**config.mk**
```make
export PLATFORM = sky130hd
export DESIGN_NAME = uart_tx_feeder
export DESIGN_NICKNAME = d
export VERILOG_FILES = /design/src/rtl/uart_tx_feeder.sv
export SDC_FILE = /design/constraint.sdc
export NUM_CORES = 1
export LEC_CHECK = 0
export BUFFER_PORTS_ARGS = -buffer_cell sky130_fd_sc_hd__buf_2
export CORE_AREA = 2 2 110 112
export CTS_BUF_LIST = sky130_fd_sc_hd__clkbuf_8 sky130_fd_sc_hd__clkbuf_16
export DETAILED_ROUTE_END_ITERATION = 6
export DIE_AREA = 0 0 112 114
export PLACE_DENSITY = 0.75
export SYNTH_ARGS = -nofsm -noshare
export SYNTH_HDL_FRONTEND = slang
export SYNTH_SLANG_ARGS = --single-unit
```
**constraint.sdc**
```tcl
create_clock -name i_Clock -period 2.49 [get_ports i_Clock]
set_input_delay 0.1245 -clock i_Clock [delete_from_list [all_inputs] [get_ports i_Clock]]
set_output_delay 0.1245 -clock i_Clock [all_outputs]
set_load 0.005 [all_outputs]
```
**src/rtl/uart_tx_feeder.sv**
```systemverilog
// Byte FIFO plus handshake sequencer that feeds uart_tx one byte at a time.
// Optional dropped-write counter: define UART_TX_FEEDER_OVF_CNT_EN.
module uart_tx_feeder #(
  parameter int DEPTH  = 16,
  parameter int ADDR_W = 4
) (
  input  logic              i_Clock,
  input  logic              i_Reset,
  input  logic              i_Wr_DV,
  input  logic [7:0]        i_Wr_Byte,
  output logic              o_Full,
  output logic              o_Empty,
  output logic [ADDR_W:0]   o_Count,
  output logic              o_Tx_DV,
  output logic [7:0]        o_Tx_Byte,
  input  logic              i_Tx_Active,
  input  logic              i_Tx_Done,
`ifdef UART_TX_FEEDER_OVF_CNT_EN
  output logic [7:0]        o_Ovf_Count,
  input  logic              i_Ovf_Clr,
`endif
  output logic              o_Busy
);

  typedef enum logic [1:0] {s_IDLE, s_WAIT_DONE, s_GAP} state_t;

  localparam logic [ADDR_W:0] DEPTH_C = (ADDR_W+1)'(DEPTH);
  localparam logic [ADDR_W:0] ONE_C   = (ADDR_W+1)'(1);

  state_t              state_q;
  logic [7:0]          mem_q [DEPTH];
  logic [ADDR_W-1:0]   rd_ptr_q, rd_ptr_d;
  logic [ADDR_W-1:0]   wr_ptr_q, wr_ptr_d;
  logic [ADDR_W:0]     count_q, count_d;
  logic                full, empty, pop, wr_acc;

  assign full    = (count_q == DEPTH_C);
  assign empty   = (count_q == '0);
  assign o_Full  = full;
  assign o_Empty = empty;
  assign o_Count = count_q;

  // Active guard also covers a frame still running after a reset of this block.
  assign pop    = (state_q == s_IDLE) && !empty && !i_Tx_Active;
  assign wr_acc = i_Wr_DV && (!full || pop);

  always_comb begin
    rd_ptr_d = rd_ptr_q + ADDR_W'(pop);
    wr_ptr_d = wr_ptr_q + ADDR_W'(wr_acc);
    count_d  = count_q;
    case ({wr_acc, pop})
      2'b10:   count_d = count_q + ONE_C;
      2'b01:   count_d = count_q - ONE_C;
      default: count_d = count_q;
    endcase
  end

  always_ff @(posedge i_Clock) begin
    if (wr_acc) mem_q[wr_ptr_q] <= i_Wr_Byte;
  end

  always_ff @(posedge i_Clock) begin
    if (i_Reset) begin
      rd_ptr_q <= '0;
      wr_ptr_q <= '0;
      count_q  <= '0;
    end else begin
      rd_ptr_q <= rd_ptr_d;
      wr_ptr_q <= wr_ptr_d;
      count_q  <= count_d;
    end
  end

  always_ff @(posedge i_Clock) begin
    if (i_Reset) begin
      state_q   <= s_IDLE;
      o_Tx_DV   <= 1'b0;
      o_Tx_Byte <= 8'h00;
      o_Busy    <= 1'b0;
    end else begin
      o_Tx_DV <= 1'b0;
      case (state_q)
        s_IDLE: begin
          if (pop) begin
            o_Tx_Byte <= mem_q[rd_ptr_q];
            o_Tx_DV   <= 1'b1;
            o_Busy    <= 1'b1;
            state_q   <= s_WAIT_DONE;
          end
        end
        s_WAIT_DONE: begin
          if (i_Tx_Done) begin
            o_Busy  <= 1'b0;
            state_q <= s_GAP;
          end
        end
        // Let uart_tx pass its cleanup state before the next pop.
        s_GAP: begin
          o_Busy  <= 1'b0;
          state_q <= s_IDLE;
        end
        default: state_q <= s_IDLE;
      endcase
    end
  end

`ifdef UART_TX_FEEDER_OVF_CNT_EN
  logic [7:0] ovf_q;
  assign o_Ovf_Count = ovf_q;

  always_ff @(posedge i_Clock) begin
    if (i_Reset || i_Ovf_Clr) ovf_q <= 8'h00;
    else if (i_Wr_DV && !wr_acc && (ovf_q != 8'hFF)) ovf_q <= ovf_q + 8'h01;
  end
`endif

endmodule

```
== Word-level counts from Yosys, hierarchy flattened ==
Memory sizes are Yosys's and may differ from the RTL's. A register that Yosys moved wholly into a read port is not among the register bits.
Index checks and enable logic that the tools add are counted.

* RAM bits: 128
* Logic and storage cells: 44
* Input bits: 13
* Flip-flop bits (word level): 17
* Memories kept: 1
* Output and inout bits: 17

{| class="wikitable"
|+ Memories
! memory !! depth !! bits a word !! read ports !! clocked after memory_dff !! write ports !! RTL line !! RTL
|-
| mem_q || 16 || 8 || 1 || 1 || 1 || 31 || <nowiki>logic [7:0] mem_q [DEPTH];</nowiki>
|}

* Muxes and demuxes: 10
* Eq/ne operators: 7
* Add/sub/neg operators: 4
* Bitwise gates (word level): 1
* Reductions and logical operators: 15

{| class="wikitable"
|+ Operators by type and width
! cell !! number
|-
| one-hot mux 5 bit (2 select lines) || 1
|-
| adder 4 x 1 -> 4 bit || 2
|-
| adder 5 x 1 -> 5 bit, second input constant || 1
|-
| equality test 5 bit, second input constant || 1
|-
| zero test 5 bit || 1
|-
| two-way mux 1 bit || 5
|-
| subtractor 5 x 1 -> 5 bit, second input constant || 1
|-
| equality test 2 x 1 -> 1 bit, second input constant || 2
|-
| equality test 2 bit, second input constant || 2
|-
| two-way mux 2 bit || 2
|-
| inequality test 2 bit, second input constant || 2
|-
| one-hot mux 2 bit (2 select lines) || 1
|-
| AND reduction 2 bit || 2
|-
| logical AND 1 bit || 3
|-
| zero test 1 bit || 3
|-
| one-hot mux 1 bit (3 select lines) || 1
|-
| AND reduction 3 bit || 1
|-
| nonzero test 3 bit || 1
|-
| zero test 2 bit || 1
|-
| nonzero test 2 bit || 1
|-
| OR reduction 2 bit || 1
|-
| logical OR 1 bit || 1
|-
| inverter 1 bit || 1
|}

== Logic depth before layout (Yosys ltp) ==
* Word-level depth: 8
* Depth in mapped cells: 11
* Depth with buffers taken out: 11

== Worst setup path before layout ==
No wires, ideal clock.

* Path type: reg2reg
* From: register state_q[0]
* To: register count_q[4] (netlist: o_Count[4])
* Period minus slack after synthesis: 2,478 ps
* Data arrival time: 2,403 ps
* Data required time: 2,415 ps
* Setup slack: 12 ps
* Path buffers: 0
* Stages on the path, launching flop included: 12
* Library setup time: 75 ps
* Path through: dfxtp_1 -> inv_1 -> ha_1 -> nand2b_1 -> a211oi_2 -> inv_1 -> fa_1 -> nor2b_1 -> o21ai_0 -> and2_1 -> a211o_1 -> a31oi_1

* Word-level cells in the longest chain between the ends: 7
* Elaborated cells between the ends (all ways): 9
* Classes of those cells: eq/ne (2); mux (1); reduce/logical (6)

{| class="wikitable"
|+ Ends and longest elaborated chain
! what !! RTL line !! RTL
|-
| start, declared || 30 || <nowiki>state_t state_q;</nowiki>
|-
| start signal, assigned || 76 || <nowiki>state_q <= s_IDLE;</nowiki>
|-
| start signal, assigned || 88 || <nowiki>state_q <= s_WAIT_DONE;</nowiki>
|-
| start signal, assigned || 94 || <nowiki>state_q <= s_GAP;</nowiki>
|-
| zero test 2 bit (*) || 44 || <nowiki>assign pop = (state_q == s_IDLE) && !empty && !i_Tx_Active;</nowiki>
|-
| logical AND 1 bit (*) (2 in series) || 44 ||
|-
| logical OR 1 bit || 45 || <nowiki>assign wr_acc = i_Wr_DV && (!full || pop);</nowiki>
|-
| logical AND 1 bit || 45 ||
|-
| equality test 2 x 1 -> 1 bit or equality test 2 bit (tied branches) || 51 || <nowiki>case ({wr_acc, pop})</nowiki>
|-
| one-hot mux 5 bit (2 select lines) or nonzero test 2 bit (tied branches) || - ||
|-
| end signal, assigned || 70 || <nowiki>count_q <= count_d;</nowiki>
|-
| end, declared || 34 || <nowiki>logic [ADDR_W:0] count_q, count_d;</nowiki>
|}

Every way passes the cells marked *; elsewhere a longest branch is shown, timed or not.
A chain may end at the register's enable or synchronous reset.

== Worst setup path in the final report ==
Ends and elaborated chain as after synthesis.

==> metrics.yaml <==
drt-total-wl_um: 12800
timing_worst_setup_path_type: "reg -> reg"
slowest_delay_ns: 0.35
r2r-start: "state_q[0]"
ant_nets: 0
avgViaCountPerCell: 5.89
dp_hpwl_um: 8090
synthToLayoutAreaGrowth_pct: 16.1
row_count: 40
clk_latency_ns: 0.41
rsz0062_at_grt: "false"
synth-main-ff-cell: "edfxtp_1"
coreArea_um2: 11700
tns_ns: 0
end_kind: "register"
hold_viol: 0
yosys_register_bits: 153
grt_pass1_wl_um: 20200
postSynthCellCount: 405
drcViolationCount: 0
yosysWarnings: 0
p_leak_nw: 2.41
grt_usage: 0.212
cts_tree: "built"
timing.fmax_mhz: 434
worstPathRequired_ns: 2.83
antenna_found_initial: 0
postSynthAreaPerCell_um2: 15.5
drt_pass1_iterations: 5
initial_core_util: 0.536
num_vias: 3600
die_h_um: 114
slew_headroom: 0.491
numClockSinks: 153
postLayoutSetupSlackWorst_ns: 0.188
syn_area_um2: 6280
worstSetupEndpoint: "o_Count[4]"
cts_buffer_depth: 2
crit_slowest_cell: "dfxtp_1"
maxCapViolations: 0
avgRoutedWirePerCell_um: 21.0
grt_max_degree: 31
finalClockSkew_ns: 0.00884
cts_buffers: 17
async_flop_share: 0
clockRootBuffer: "clkbuf_16"
yosysSeqAreaShare: 0.692
die-area_um2: 12800
die_x_um: 112
p_per_area_nw_per_um2: 972
rr_endpoint: "o_Count[4]"
diodes: 0
drt_iter0_markers: 356
cp-start-kind: "register"
drive_gt1_frac: 0.211
preCtsSetupSlack_ns: 0.0125
finalSetupViolations: 0
r2r_slack_ns: 0.19
design_area_um2: 7290
reg2reg_depth: 11
final_cell_mix: "128 x edfxtp_1, 67 x mux2i_1, 32 x o22ai_1"
fin_crit_sh: 0.925
layout_commonest_cell: "edfxtp_1"
io_buffer_count: 29
final_nets: 476
gp_congestion: 0.841
placed_cell_area_um2: 6650
status: "completed"
p_total_mw: 7.08
synth_edf_count: 128
worst_slew_pin_slew_ns: 0.761
slew_violations: 0
grt-ovfl-total: 0
first_global_vias: 3661
crit_path_max_fanout: 5
cts.reportedPaths.clkPinSlew_ns: 0.06
arrival_ns: 2.64
htreeDepth: 4
path_cells: "inv_2 -> ha_4 -> nand2b_1 -> a211oi_4 -> inv_1 -> fa_2 -> nor2b_1 -> o21ai_1 -> and2_1 -> a211o_1 -> a31oi_1"
dpl.cell_count: 578
hold_buffers: 0
final_cells: 611
vdd_drop_max_mv: 0.653
synth_fp_nets: 430
pin_count: 30
ys_types: 44
min_period_ns: 2.30
hp-class: "in -> reg"
crit_start: "state_q[0]"
==> Yosys cell counts (2+ instances only) <==
cell | count | area (um^2)
a211oi_1 | 2 | 15.0
nand3b_1 | 6 | 45.0
nor2_1 | 30 | 113
nor2b_1 | 7 | 43.8
o21ai_0 | 2 | 10.0
nor4_1 | 8 | 50.1
nand2b_1 | 4 | 25.0
nand3_1 | 4 | 20.0
edfxtp_1 | 128 | 3840
or3b_1 | 3 | 26.3
ha_1 | 11 | 138
dfxtp_1 | 25 | 500
inv_1 | 9 | 33.8
clkbuf_1 | 6 | 22.5
a211oi_2 | 10 | 125
buf_6 | 3 | 33.8
buf_2 | 5 | 25.0
xor2_1 | 2 | 17.5
mux2i_1 | 67 | 671
o22ai_1 | 32 | 200
nor3_1 | 5 | 25.0
nand2_1 | 5 | 18.8
a21oi_1 | 3 | 15.0
xnor2_1 | 5 | 43.8
buf_4 | 3 | 22.5
nor2_2 | 2 | 12.5
==> critical path, delay by kind of cell (launching register included) <==
kind,cells,cell delay (ns)
compound gates,4,0.79
fa+ha+maj,2,0.50
simple gates,3,0.40
flops,1,0.35
buf+inv,2,0.19
==> layer usage <==
layer / part of all wire / vias to the layer above / track usage / wire [um]
met3: 0.057 / 30 / 0.0499 / 734
met2: 0.49 / 133 / 0.343 / 6280
met5: 0 / - / 0 / 0
met4: 0.030 / 0 / 0.0927 / 391
li1: - / 1661 / - / -
met1: 0.42 / 1776 / 0.279 / 5420
==> registers in the layout (all words and copies together) (netlist names) <==
register   count
mem_q        128
o_Busy         1
o_Count        5
o_Tx_Byte      8
o_Tx_DV        1
rd_ptr_q       4
state_q        2
wr_ptr_q       4
==> how the worst min path moves through the flow <==
stage                   start     endpoint  slack [ns]  cells past startpoint
finish              i_Tx_Done   state_q[1]        0.06                      3
global route        i_Tx_Done   state_q[1]        0.06                      3
CTS                 i_Tx_Done   state_q[1]        0.04                      3
detailed placement  i_Tx_Done   state_q[1]        0.48                      3
global placement    i_Tx_Done   state_q[1]        0.47                      3
floorplan             i_Reset  rd_ptr_q[0]        0.20                      1
==> layout make-up <==
cell class | instances | area, um^2
Clock inverter | 13 | 140
Sequential cell | 153 | 4350
Clock buffer | 19 | 464
Multi-Input combinational cell | 224 | 1820
Inverter | 9 | 33.8
Timing Repair Buffer | 46 | 298
Tap cell | 147 | 184
Fill cell | 838 | 4420
==> cells by family after synthesis <==
logic type / synth area share
AOI/OAI and AO/OA: 0.0697
buffers and inverters: 0.0233
adders and majority gates: 0.0251
DFF: 0.692
xor gates and xnor gates: 0.00976
and+or+nand+nor: 0.0735
muxes: 0.107
==> per-stage QoR <==
stage          utilization  hold WS, ns
2_1_floorplan            -        0.196
3_3_place_gp         0.567        0.471
3_5_place_dp         0.567        0.476
4_1_cts              0.619       0.0391
5_1_grt              0.622       0.0608
6_report             0.622       0.0613
==> where the power goes <==
part | switching (mW) | internal, mW
Clock | 0.945 | 1.64
Combinational | 0.797 | 0.597
Sequential | 0.156 | 2.95
==> timing repair <==
action | CTS | global route
resized for setup | 0 | 8
buffers inserted | 0 | 1
gates cloned | 0 | 0
pin swaps | 1 | 1
setup endpoints to repair | 1 | 9
hold endpoints to repair | 0 | 0
(Power assumes the default switching activity.)
